===== src/rtl/genius_pkg.sv =====
// Shared types and constants for the Genius (Simon) game sequencer.
// Holds the FSM encoding, color codes, LFSR constants and button decode helper.
package genius_pkg;

  typedef enum logic [3:0] {
    ST_IDLE,
    ST_ADD,
    ST_SHOW_ON,
    ST_SHOW_OFF,
    ST_WAIT_IN,
    ST_ECHO,
    ST_GAP,
    ST_FAIL,
    ST_WIN
  } state_e;

  typedef enum logic [1:0] {
    GREEN  = 2'd0,
    RED    = 2'd1,
    YELLOW = 2'd2,
    BLUE   = 2'd3
  } color_e;

  localparam logic [15:0] LFSR_SEED = 16'hACE1;
  // Feedback taps 16,14,13,11 of a right-shifting Fibonacci register land on bits 0,2,3,5.
  localparam logic [15:0] LFSR_TAPS = 16'h002D;

  typedef struct packed {
    logic       vld;
    logic [1:0] code;
  } press_t;

  function automatic press_t onehot_to_code(input logic [3:0] oh);
    press_t r;
    r.vld  = 1'b1;
    r.code = GREEN;
    case (oh)
      4'b0001: r.code = GREEN;
      4'b0010: r.code = RED;
      4'b0100: r.code = YELLOW;
      4'b1000: r.code = BLUE;
      default: r.vld  = 1'b0;
    endcase
    return r;
  endfunction

endpackage


===== src/rtl/genius_lfsr16.sv =====
// Free-running 16-bit Fibonacci LFSR; reloads the seed on reset.
module genius_lfsr16
  import genius_pkg::*;
(
  input  logic        CLOCK_50,
  input  logic        reset,
  output logic [15:0] q
);

  logic [15:0] q_q;

  always_ff @(posedge CLOCK_50) begin
    if (reset) begin
      q_q <= LFSR_SEED;
    end else begin
      q_q <= {^(q_q & LFSR_TAPS), q_q[15:1]};
    end
  end

  assign q = q_q;

endmodule


===== src/rtl/genius_seq_ctrl.sv =====
// Genius game sequencer: grows a random color sequence, plays it back as timed
// lamp flashes, then checks the player's presses step by step.
module genius_seq_ctrl
  import genius_pkg::*;
#(
  parameter int MAX_LEN     = 16,
  parameter int ON_CYC      = 25000000,
  parameter int OFF_CYC     = 12500000,
  parameter int TIMEOUT_CYC = 250000000,
  parameter int CNT_W       = 28
) (
  input  logic       CLOCK_50,
  input  logic       reset,
  input  logic       start,
  input  logic [3:0] btn,
  output logic       lamp_on,
  output logic [1:0] lamp_color,
  output logic [6:0] level,
  output logic       busy,
  output logic       game_over,
  output logic       win
);

  localparam int IDX_W = (MAX_LEN > 1) ? $clog2(MAX_LEN) : 1;
  localparam logic [CNT_W-1:0] ON_LAST  = CNT_W'(ON_CYC - 1);
  localparam logic [CNT_W-1:0] OFF_LAST = CNT_W'(OFF_CYC - 1);
  localparam logic [CNT_W-1:0] TO_LAST  = CNT_W'(TIMEOUT_CYC - 1);

  state_e           state_q, state_d;
  logic [6:0]       len_q, len_d;
  logic [6:0]       idx_q, idx_d;
  logic [CNT_W-1:0] timer_q, timer_d;
  logic [1:0]       col_q, col_d;
  logic             seq_we;
  logic [1:0]       seq_q [MAX_LEN];
  logic [15:0]      lfsr_q;
  logic             lfsr_unused;
  press_t           press;
  logic [1:0]       cur_col;
  logic             last_step;

  logic             lamp_on_q, busy_q, game_over_q, win_q;
  logic [1:0]       lamp_color_q;

  genius_lfsr16 u_lfsr (
    .CLOCK_50 (CLOCK_50),
    .reset    (reset),
    .q        (lfsr_q)
  );

  assign lfsr_unused = ^lfsr_q[15:2];
  assign press       = onehot_to_code(btn);
  assign cur_col     = seq_q[idx_q[IDX_W-1:0]];
  assign last_step   = (idx_q == len_q - 7'd1);

  always_comb begin
    state_d = state_q;
    len_d   = len_q;
    idx_d   = idx_q;
    timer_d = timer_q;
    col_d   = col_q;
    seq_we  = 1'b0;
    case (state_q)
      ST_IDLE, ST_FAIL, ST_WIN: begin
        if (start) begin
          state_d = ST_ADD;
          len_d   = 7'd0;
        end
      end
      ST_ADD: begin
        seq_we  = 1'b1;
        len_d   = len_q + 7'd1;
        idx_d   = 7'd0;
        timer_d = '0;
        state_d = ST_SHOW_ON;
      end
      ST_SHOW_ON: begin
        if (timer_q == ON_LAST) begin
          timer_d = '0;
          state_d = ST_SHOW_OFF;
        end else begin
          timer_d = timer_q + 1'b1;
        end
      end
      ST_SHOW_OFF: begin
        if (timer_q == OFF_LAST) begin
          timer_d = '0;
          if (last_step) begin
            idx_d   = 7'd0;
            state_d = ST_WAIT_IN;
          end else begin
            idx_d   = idx_q + 7'd1;
            state_d = ST_SHOW_ON;
          end
        end else begin
          timer_d = timer_q + 1'b1;
        end
      end
      ST_WAIT_IN: begin
        // Any press outranks a timeout landing on the same cycle.
        if (btn != 4'b0000) begin
          if (press.vld && (press.code == cur_col)) begin
            col_d   = press.code;
            timer_d = '0;
            state_d = ST_ECHO;
          end else begin
            state_d = ST_FAIL;
          end
        end else if (timer_q == TO_LAST) begin
          state_d = ST_FAIL;
        end else begin
          timer_d = timer_q + 1'b1;
        end
      end
      ST_ECHO: begin
        if (timer_q == ON_LAST) begin
          timer_d = '0;
          state_d = ST_GAP;
        end else begin
          timer_d = timer_q + 1'b1;
        end
      end
      ST_GAP: begin
        if (timer_q == OFF_LAST) begin
          timer_d = '0;
          if (!last_step) begin
            idx_d   = idx_q + 7'd1;
            state_d = ST_WAIT_IN;
          end else if (len_q == 7'(MAX_LEN)) begin
            state_d = ST_WIN;
          end else begin
            state_d = ST_ADD;
          end
        end else begin
          timer_d = timer_q + 1'b1;
        end
      end
      default: state_d = ST_IDLE;
    endcase
  end

  always_ff @(posedge CLOCK_50) begin
    if (reset) begin
      state_q <= ST_IDLE;
      len_q   <= 7'd0;
      idx_q   <= 7'd0;
      timer_q <= '0;
      col_q   <= 2'd0;
    end else begin
      state_q <= state_d;
      len_q   <= len_d;
      idx_q   <= idx_d;
      timer_q <= timer_d;
      col_q   <= col_d;
    end
  end

  // Sequence storage is never cleared; only entries below len are meaningful.
  always_ff @(posedge CLOCK_50) begin
    if (seq_we) begin
      seq_q[len_q[IDX_W-1:0]] <= lfsr_q[1:0];
    end
  end

  // Outputs are registered decodes of the current state, one cycle behind it.
  always_ff @(posedge CLOCK_50) begin
    if (reset) begin
      lamp_on_q    <= 1'b0;
      lamp_color_q <= 2'd0;
      busy_q       <= 1'b0;
      game_over_q  <= 1'b0;
      win_q        <= 1'b0;
    end else begin
      lamp_on_q   <= (state_q == ST_SHOW_ON) || (state_q == ST_ECHO);
      busy_q      <= (state_q == ST_SHOW_ON) || (state_q == ST_SHOW_OFF);
      game_over_q <= (state_q == ST_FAIL);
      win_q       <= (state_q == ST_WIN);
      if (state_q == ST_SHOW_ON) begin
        lamp_color_q <= cur_col;
      end else if (state_q == ST_ECHO) begin
        lamp_color_q <= col_q;
      end
    end
  end

  assign lamp_on    = lamp_on_q;
  assign lamp_color = lamp_color_q;
  assign busy       = busy_q;
  assign game_over  = game_over_q;
  assign win        = win_q;
  assign level      = len_q;

endmodule


===== config.mk =====
export PLATFORM = sky130hd
export DESIGN_NAME = genius_seq_ctrl
export DESIGN_NICKNAME = d
export VERILOG_FILES = /design/src/rtl/genius_pkg.sv /design/src/rtl/genius_lfsr16.sv /design/src/rtl/genius_seq_ctrl.sv
export SDC_FILE = /design/constraint.sdc
export NUM_CORES = 1
export LEC_CHECK = 0
export ABC_AREA = 1
export CAP_MARGIN = 20
export CORE_MARGIN = 5
export CORE_UTILIZATION = 55
export CTS_CLUSTER_SIZE = 8
export DETAILED_ROUTE_END_ITERATION = 8
export GPL_TIMING_DRIVEN = 1
export HOLD_SLACK_MARGIN = 0.05
export MAX_ROUTING_LAYER = met4
export PLACE_DENSITY = 0.73
export SLEW_MARGIN = 30
export SYNTH_ARGS = -nofsm -noshare
export SYNTH_HDL_FRONTEND = slang
export SYNTH_SLANG_ARGS = --single-unit

===== constraint.sdc =====
create_clock -name CLOCK_50 -period 2.54 [get_ports CLOCK_50]
set_input_delay 0.508 -clock CLOCK_50 [delete_from_list [all_inputs] [get_ports CLOCK_50]]
set_output_delay 0.508 -clock CLOCK_50 [all_outputs]
set_load 0.05 [all_outputs]

==> out/metrics.yaml <==
final_layout:
  fin_cells: 969
  final_cell_area_um2: 6250
  syn_to_final_growth_pct: 9.63
  utilization_pct: 61.1
  drive_above_1_share_pct: 6.84
  antenna_cells: 0
  fill_cells: 991
  nNetsFinal: 841
placement:
  post_dp_cell_area_um2: 6040
  place.gp.congestion: 0.926
  hpwl_um: 10200
  pre_cts_slack_ns: 0.0844
  place_inst: 953
  portBuffers: 19
floorplanning:
  die_h_um: 112
  start_util_pct: 55.7
  rows: 37
  die_w_um: 112
  dieArea_um2: 12500
  core_um2: 10200
  io_pins: 20
critical_path:
  critPathLaunch: "level[2]"
  worstSetupPathType: "flip-flop to output port"
  crit_path_end_kind: "output port"
  critPathTopFamily: "buffers and inverters"
  cp-endpoint: "level[2]"
  reg2reg_from: "timer_q[0]"
  crit_arrival_ns: 1.82
  cp-start-kind: "flip-flop"
  worstPathCellList: "clkdlybuf4s50_1"
  worstReg2RegEnd: "idx_q[0]"
  reg2reg_slack_ns: 0.30
  slowest_stage: "clkdlybuf4s50_1"
  cp.required_ns: 2.03
  worst-path-buf-inv: 1
  reg2reg_depth: 12
  crit_fanout: 8
  cp.depth: 1
  max_stage_delay_ns: 0.88
synthesis:
  synthTopCellsByArea: "dfxtp_1 26%, edfxtp_1 17%, nand2_1 12%"
  synth_fa_ha_area_share_pct: 1.32
  postSynthAreaPerCell_um2: 7.07
  synth_cells: 807
  yosysWarnings: 0
  syn-cell-area_um2: 5700
  async_flop_share_pct: 0
  synth_nets: 820
  synth.distinct_cells: 40
  synth_xor_area_share_pct: 2.30
  yosys.area_share.simple_pct: 38.2
  synth_top_family_by_area: "simple AND/OR/NAND/NOR gates"
  synth_flop_cell: "dfxtp_1"
  synth.top_cell.area_share_pct: 26.0
  synth_seq_area_share_pct: 42.8
  synth_most_common_cell: "nand2_1"
  yosys-top-cells-count: "189 x nand2_1, 128 x nor2_1, 95 x inv_1"
  synth-seq-cells: 106
  synth_top_area_cell: "dfxtp_1"
  synth_mux_area_share_pct: 0
  synth_edf_count: 32
  synth_compound_area_share_pct: 6.32
pwr:
  vdd_ir_drop_max_mv: 0.451
  leakagePower_nw: 2.54
  power_density_nw_per_um2: 971
timing:
  fmax_mhz: 430
  fin_setup_tns_ns: 0
  slew_headroom_pct: 56.3
  fin_crit_sh_pct: 91.6
  maxSlewViolCount: 0
  finalSetupViolCount: 0
  worst_slew_pin_slew_ns: 0.654
  layout_setup_ws_ns: 0.213
  rsz0062_at_grt: "false"
  hold_violations: 0
  period_minus_slack_ns: 2.33
  fin_skew_ns: 0.0111
route:
  initialDrtViolationCount: 484
  first_pass_iters: 6
  antenna_left: 0
  routed_wl_um: 13600
  wire_per_inst_um: 14.1
  vias: 5124
  vias_per_cell: 5.29
  drc: 0
global_routing:
  grt_pass1_wl_um: 23200
  antenna_found_initial: 0
  grt_max_degree: 34
  grt_pass1_vias: 4748
  grt_usage_pct: 23.3
  grt-ovfl-total: 0
hold_path:
  min_path_cells: 2
  hold_class: "flip-flop to flip-flop"
clock_network:
  cts_setup_buffers: 0
  clkSinkCount: 106
  cts_hold_buffers: 0
  clock-root-buffer: "clkbuf_8"
  cts_tree: "yes"
  clk_pin_slew_ns: 0.11
  cts_buffers: 9
  ctsResizeCount: 0
  cts.htree.levels: 3
  clockBufferDepth: 2
  clock_latency_ns: 0.38
job:
  cap_violations: 0
outcome:
  status: "finished, final reports clean"
-- flip-flops by register name (all words and copies together), names as in the netlist, 2 cells and up, named ones only --
register and cells:
timer_q 28, col_q 2, idx_q 7, lamp_color 2, seq_q 32, state_q 4
u_lfsr.q 16, level 7
-- kinds of logic after synthesis --
kind of cell / after synthesis
AOI/OAI and AO/OA: 65
xor gates and xnor gates: 15
adders and majority gates: 6
buffers and inverters: 123
DFF: 106
and+or+nand+nor: 492
-- per-layer routing --
metal / up-vias / track usage, % / routed length, µm
met4: 0 / 6.65 / 194
li1: 2662 / - / -
met3: 16 / 3.32 / 482
met5: - / - / 0
met2: 98 / 39.9 / 6850
met1: 2348 / 28.6 / 6100
-- area by class of cell --
class	instances	area, µm²	share of cell area, %
clock buffer	9	124	1.98
clock inverter	7	87.6	1.40
inverter	100	378	6.04
multi-input combinational	578	2740	43.9
sequential	106	2440	39.1
tap	136	170	2.72
timing repair buffer	33	308	4.92
-- per-stage QoR --
stage / total power [mW] / hold WS, ns
after floorplan: 4.40 / 0.388
after global placement: 4.93 / 0.391
after detailed placement: 5.00 / 0.393
after CTS: 6.11 / 0.419
after global routing: 6.60 / 0.435
final: 6.07 / 0.416
-- report_power, final --
group	total [mW]	leakage [nW]	internal [mW]	switching [mW]
clock	1.10	0.104	0.474	0.623
sequential	2.48	0.898	2.06	0.426
combinational	2.49	1.54	0.895	1.60
total	6.07	2.54	3.43	2.65
-- worst min-delay path by stage --
stage	start	endpoint	slack, ns
CTS	u_lfsr.q[12]	u_lfsr.q[11]	0.42
finish	u_lfsr.q[10]	u_lfsr.q[9]	0.42
detailed placement	u_lfsr.q[12]	u_lfsr.q[11]	0.39
floorplan	u_lfsr.q[13]	u_lfsr.q[12]	0.39
global placement	u_lfsr.q[8]	u_lfsr.q[7]	0.39
global route	u_lfsr.q[14]	u_lfsr.q[13]	0.44
-- cell usage in the layout, fill, tap and decap left out, types with 2 or more instances in the layout --
cell | netlist | layout
a211oi_1 | 2 | 2
a21oi_1 | 34 | 34
a31oi_1 | 5 | 5
buf_4 | 2 | 13
clkbuf_8 | 0 | 9
clkdlybuf4s50_1 | 0 | 19
dfxtp_1 | 74 | 74
edfxtp_1 | 32 | 32
ha_1 | 6 | 6
inv_1 | 95 | 95
inv_2 | 3 | 3
nand2_1 | 189 | 189
nand2_2 | 2 | 2
nand3_1 | 91 | 91
nand3_2 | 2 | 2
nand4_1 | 22 | 22
nor2_1 | 128 | 128
nor2_4 | 3 | 3
nor3_1 | 31 | 31
nor4_1 | 5 | 5
o2111ai_1 | 2 | 2
o21ai_0 | 19 | 19
or2_2 | 11 | 11
xnor2_1 | 5 | 5
xor2_1 | 10 | 10
No activity file was read; power rests on OpenSTA's default activity.
